$ cat config.mk
export PLATFORM = sky130hd
export DESIGN_NAME = grid_loader
export DESIGN_NICKNAME = d
export VERILOG_FILES = /design/src/rtl/grid_loader.sv
export SDC_FILE = /design/constraint.sdc
export NUM_CORES = 1
export LEC_CHECK = 0
export ABC_CLOCK_PERIOD_IN_PS = 2410
export CAP_MARGIN = 20
export CORE_UTILIZATION = 51
export CTS_BUF_LIST = sky130_fd_sc_hd__clkbuf_8 sky130_fd_sc_hd__clkbuf_16
export CTS_CLUSTER_DIAMETER = 40
export CTS_CLUSTER_SIZE = 20
export DETAILED_ROUTE_END_ITERATION = 12
export PLACE_DENSITY = 0.77
export SKIP_LAST_GASP = 1
export SYNTH_ARGS = -nofsm -noshare
export SYNTH_HDL_FRONTEND = slang
export SYNTH_SLANG_ARGS = --single-unit
$ cat constraint.sdc
create_clock -name clk -period 2.41 [get_ports clk]
set_input_delay 0.482 -clock clk [delete_from_list [all_inputs] [get_ports clk]]
set_output_delay 0.482 -clock clk [all_outputs]
set_load 0.02 [all_outputs]
$ cat src/rtl/grid_loader.sv
// Loads an 8x8 cell pattern one row byte at a time into a shadow register and
// publishes it on grid in a single step once all eight rows have arrived.
module grid_loader #(
  parameter int unsigned TIMEOUT = 255
) (
  input  logic        clk,
  input  logic        reset,
  input  logic        start,
  input  logic        byte_valid,
  input  logic [7:0]  byte_data,
  output logic        byte_ready,
  output logic [63:0] grid,
  output logic        load,
  output logic        busy,
  output logic [2:0]  row_idx,
  output logic        err
);

  localparam int unsigned CNT_W  = 16;
  localparam int unsigned GRID_W = 64;
  localparam int unsigned ROW_W  = 3;

  typedef enum logic [1:0] {
    S_IDLE = 2'd0,
    S_RECV = 2'd1,
    S_DONE = 2'd2
  } state_e;

  state_e              state_q, state_d;
  logic [ROW_W-1:0]    row_q, row_d;
  logic [CNT_W-1:0]    cnt_q, cnt_d;
  logic [GRID_W-1:0]   shadow_q, shadow_d;
  logic [GRID_W-1:0]   grid_q, grid_d;
  logic                err_q, err_d;

  // State register
  always_ff @(posedge clk or negedge reset) begin
    if (!reset) begin
      state_q  <= S_IDLE;
      row_q    <= '0;
      cnt_q    <= '0;
      shadow_q <= '0;
      grid_q   <= '0;
      err_q    <= 1'b0;
    end else begin
      state_q  <= state_d;
      row_q    <= row_d;
      cnt_q    <= cnt_d;
      shadow_q <= shadow_d;
      grid_q   <= grid_d;
      err_q    <= err_d;
    end
  end

  // Next-state logic; start outranks both a pending byte and timeout expiry
  always_comb begin
    state_d  = state_q;
    row_d    = row_q;
    cnt_d    = cnt_q;
    shadow_d = shadow_q;
    grid_d   = grid_q;
    err_d    = 1'b0;
    case (state_q)
      S_IDLE: begin
        if (start) begin
          state_d  = S_RECV;
          row_d    = '0;
          cnt_d    = '0;
          shadow_d = '0;
        end
      end
      S_RECV: begin
        if (start) begin
          row_d    = '0;
          cnt_d    = '0;
          shadow_d = '0;
        end else if (byte_valid) begin
          // Row r lands at bits [63-8r -: 8]; 7-r equals ~r for a 3-bit index
          shadow_d[{~row_q, 3'b000} +: 8] = byte_data;
          row_d = row_q + 3'd1;
          cnt_d = '0;
          if (row_q == 3'd7) begin
            state_d = S_DONE;
            grid_d  = shadow_d;
          end
        end else if (cnt_q == CNT_W'(TIMEOUT - 1)) begin
          state_d  = S_IDLE;
          err_d    = 1'b1;
          row_d    = '0;
          cnt_d    = '0;
          shadow_d = '0;
        end else begin
          cnt_d = cnt_q + 16'd1;
        end
      end
      S_DONE: begin
        state_d = S_IDLE;
      end
      default: begin
        state_d = S_IDLE;
      end
    endcase
  end

  // State-decoded handshake and status outputs
  always_comb begin
    byte_ready = 1'b0;
    busy       = 1'b0;
    load       = 1'b0;
    case (state_q)
      S_RECV: begin
        byte_ready = 1'b1;
        busy       = 1'b1;
      end
      S_DONE: begin
        busy = 1'b1;
        load = 1'b1;
      end
      default: begin
      end
    endcase
  end

  assign grid    = grid_q;
  assign row_idx = row_q;
  assign err     = err_q;

endmodule

Word-level counts from Yosys, hierarchy flattened --
Cells that the tools add are included. Widths: inputs -> output; s select.
Storage, ports and cells: bits in registers 150, bits in latches 0, memory bits (writable) 0, ROM bits 0, output and inout port bits 71, word-level logic and storage cells 58, memories kept 0
Cells by class: add/subtract/negate cells 3, multipliers 0, divide/modulo/power cells 0, magnitude comparators 0, equality and inequality tests 9, shift-type cells 2, mux-type cells 29, bitwise operators 2, reduce and logical (&&, ||, !) cells 7
Operators by type and width (number):
- $mux 64 | 4
- $pmux 64 s2 | 1
- $bwmux 64 | 1
- $mux 16 | 4
- $shift 8x8->64 const A | 1
- $shiftx 8x8->64 | 1
- $pmux 16 s2 | 1
- $add 16x1->16 const B | 1
- $eq 16x8->1 const B | 1
- $mux 3 | 4
- $mux 2 | 5
- $neg 6->8 | 1
- $reduce_and 4->1 | 2
- $mux 1 | 7
- $ne 3x3->1 const B | 2
- $pmux 3 s2 | 1
- $ne 2x2->1 const B | 2
- $ne 4x4->1 const B | 1
- $pmux 2 s2 | 1
- $add 3x1->3 const B | 1
- $eq 3x3->1 const B | 1
- $not 3->3 | 1
- $reduce_and 3->1 | 1
- $eq 2x1->1 const B | 1
- 6 further kinds | 6

Logic depth before layout (Yosys ltp) --
depth after elaboration 7, mapped depth 9, mapped depth without buffers 6

Least setup slack after synthesis --
Ideal clock, no wire load.
path type register to register, from register row_q[0], in the netlist row_idx[0], to register shadow_q[24], library setup time 0.066 ns, data arrival time 2.361 ns, data required time 2.344 ns, setup slack -0.017 ns, stages on the path, launching flop included 8, clock period less this slack 2.427 ns, cell sequence dfrtp_1 ha_1 ha_1 and3_1 clkbuf_1 and3_1 clkbuf_1 a22o_1
Between the ends: word-level cells in the longest chain between the ends 7, elaborated cells on any way between the ends 8, classes of those cells 1 x add/sub; 2 x shift; 4 x mux; 1 x bitwise
RTL lines:
- from (decl) | RTL line 30 | logic [ROW_W-1:0] row_q, row_d;
- from (signal assigned) | RTL line 47 | row_q <= row_d;
- $not 3->3 (*) | RTL line 79 | shadow_d[{~row_q, 3'b000} +: 8] = byte_data;
- $neg 6->8 (*) | RTL line 79
- $shiftx 8x8->64 / $shift 8x8->64 (equally long branches) | RTL line 79
- $bwmux 64 (*) | RTL line 79
- $mux 64 (*) | RTL line 77 | end else if (byte_valid) begin
- $mux 64 (*) | RTL line 73 | if (start) begin
- $pmux 64 s2 (*) | RTL line 63 | case (state_q)
- to (signal assigned) | RTL line 49 | shadow_q <= shadow_d;
- to (decl) | RTL line 32 | logic [GRID_W-1:0] shadow_q, shadow_d;
Every way passes the cells marked *; elsewhere a longest branch is shown, timed or not. A chain may end at the register's enable or synchronous reset.

Worst setup path after layout --
from register cnt_q[12], to register shadow_q[11]
Between the ends: word-level cells in the longest chain between the ends 3
RTL lines:
- from (decl) | RTL line 31 | logic [CNT_W-1:0] cnt_q, cnt_d;
- from (signal assigned) | RTL line 48 | cnt_q <= cnt_d;
- $eq 16x8->1 | RTL line 86 | end else if (cnt_q == CNT_W'(TIMEOUT - 1)) begin
- $ne 4x4->1 (no line)
- $reduce_and 3->1 (no line)
No other way between the ends.

==> impl_metrics.toml <==
[yosys]
synth_top_family_by_area = "compound AO/OA/AOI/OAI gates"
ys_seq_area_share_pct = 53.4
ys_ff_latch = 150
synth-adder-area-share_pct = 1.96
yosysWarnings = 0
synth_xor_area_share_pct = 0.498
synth_top_area_share_pct = 53.4
yosys-top-cells-area = "dfrtp_1, mux2i_1, o21ai_0"
syn_nets = 661
synth_cell_types = 48
synth_edf_count = 0
synthCells = 638
syn_avg_cell_area_um2 = 11.0
synth_area_leader_cell = "dfrtp_1"
synthSimpleGateAreaFrac_pct = 12.3
synth_area_um2 = 7030
ys_top_cells_by_count = "dfrtp_1, nand2_1, o21ai_0"
synth_top_flop_cell = "dfrtp_1"
yosysMostFrequentCell = "dfrtp_1"
synth-compound-area-share_pct = 19.2
async_reset_ff_share_pct = 100
synthMuxAreaShare_pct = 9.42

[finish]
antenna_cells = 0
final_layout_size_suffix_gt1_share_pct = 12.2
nFillCells = 988
final_util_pct = 66.9
area_growth_pct = 26.9
fin_nets = 754

[route]
routed_via_density = 5.97
maxUsedRoutingLayer = "met4"
drtIter0Drc = 372
ant_nets = 0
wl_met3_um = 1030
drtPass1Iterations = 5
drt-met1-wl_um = 7780
post_drt_wl_per_cell_um = 18.6
post-route-drc-count = 0
dr_wl_met2_um = 7970
vias = 5491
drt_wl_total_um = 17100

[hold_path]
min_path_type = "in2async"

[power_and_ir_drop]
p_leak_nw = 3.86
p_per_area_nw_per_um2 = 782
peakVddDrop_mv = 0.606
finalPower_mw = 6.97

[timing]
fmax_mhz = 431
drv_slew = 0
rsz0062_at_grt = "false"
setup_viol = 0
worst_slew_pin_slew_ns = 0.630
finClkSkew_ns = 0.0100
period_share_pct = 96.2
layout_setup_ws_ns = 0.0913
hold_viol = 0
setup_tns_ns = 0
final.min_clock_period_ns = 2.32
slew_headroom_pct = 58.0

[worst_setup_path]
crit_fanout = 8
crit_required_ns = 2.72
cp-start-kind = "flip-flop"
end_kind = "flip-flop"
crit_chain = "or4bb_1 -> o41ai_4 -> buf_6 -> o211ai_4 -> a22o_1"
cp_top_family = "compound AO/OA/AOI/OAI gates"
max_stage_delay_ns = 0.60
arrival_ns = 2.63
crit_slowest_cell = "or4bb_1"
cp.buffers_inverters = 1
critPathKind = "reg2reg"

[floorplanning]
core_area_um2 = 13300
die_w_um = 119
start_util_pct = 52.7
die_h_um = 119
die_area_um2 = 14300
ios = 83
rows = 42

[clock_tree]
cts_tree = "yes"
clockBufferDepth = 2
clkTransAtPathRegs_ns = 0.06
clkLatencyLatePin_ns = 0.43
htreeDepth = 4
cts.sinks = 150
tritoncts.num_buffers = 17
cts_root_buf = "clkbuf_16"
cts_hold_buf = 0

[grt]
grt_util_all_layers_pct = 26.0
antenna_found_initial = 0
grt_overflow = 0
grt_max_degree = 79
grt_pass1_vias = 5574
grt_pass1_wl_um = 28600

[placed_design]
globalplace.congestion = 0.878
post-place-ws_ns = 0.0394
hpwl_um = 11700
io_buffers = 82

[job]
cap_viol_max_count = 0

[outcome]
outcome = "complete, no violations"
what timing repair did:
action                     4_1_cts  5_1_grt
gates cloned                     0        0
setup buffers                    0        1
pin swaps                        0        1
setup endpoints to repair        1       40
gates resized for setup          1        4
cell usage in the layout, fill, tap and decap left out, types with 13 or more instances in the layout:
cell / instances
dfrtp_1: 150
clkdlybuf4s50_1: 80
nand2_1: 79
o21ai_0: 74
mux2i_1: 65
a22o_1: 36
buf_4: 35
and2_1: 26
o2bb2ai_1: 17
clkbuf_16: 17
a22oi_1: 16
a32o_1: 16
nor2_1: 13
final cells by class:
| cell class | instances | area (um^2) | share of cell area (%) |
|---|---|---|---|
| inverters | 7 | 26.3 | 0.294 |
| repair buffers | 123 | 1200 | 13.4 |
| flip-flops and latches | 150 | 3750 | 42.1 |
| clock inverters | 13 | 168 | 1.88 |
| clock buffers | 19 | 453 | 5.08 |
| multi-input cells | 432 | 3100 | 34.8 |
| well taps | 176 | 220 | 2.47 |
metal layers:
layer / vias to the layer above / global-route usage [%]
li1: 2531 / -
met1: 2727 / 36.6
met2: 198 / 39.2
met3: 35 / 5.99
met4: 0 / 9.92
met5: - / 0
state kept, by name, indices dropped and copies added (netlist names):
name,count
grid,64
row_idx,3
err,1
state_q,2
cnt_q,16
shadow_q,64
power breakdown:
part | leakage (nW) | switching [mW] | internal (mW)
Combinational | 1.46 | 0.961 | 0.609
Sequential | 2.09 | 0.0465 | 2.57
Clock | 0.301 | 1.09 | 1.70
Total | 3.86 | 2.10 | 4.88
through the flow:
step           instance area (um^2)  hold WS (ns)  instances
3_3_place_gp                   8280         0.465        887
2_1_floorplan                  7030         0.186        638
4_1_cts                        8900        0.0714        919
5_1_grt                        8920        0.0952        920
3_5_place_dp                   8280         0.472        887
6_report                       8920        0.0550        920
final timing paths:
path / slack, ns / endpoint / cells after the start / start
min in group clk: 0.47 / grid[19]$_DFFE_PN0P_ / 2 / grid[19]$_DFFE_PN0P_
max reg2reg: 0.09 / shadow_q[11]$_DFFE_PN0P_ / 5 / cnt_q[12]$_DFFE_PN0P_
min reg2reg: 0.47 / grid[19]$_DFFE_PN0P_ / 2 / grid[19]$_DFFE_PN0P_
min: 0.06 / grid[20]$_DFFE_PN0P_ / 1 / reset
max: 0.09 / shadow_q[11]$_DFFE_PN0P_ / 5 / cnt_q[12]$_DFFE_PN0P_
max in group asynchronous: 1.59 / shadow_q[5]$_DFFE_PN0P_ / 2 / reset
logic make-up after synthesis:
family | Yosys count
AO/OA/AOI/OAI | 182
AND/OR/NAND/NOR | 169
XOR/XNOR | 4
adder cells (fa/ha/maj) | 11
buffers and inverters | 56
multiplexers | 66
flip-flops | 150
(Power assumes the default switching activity.)
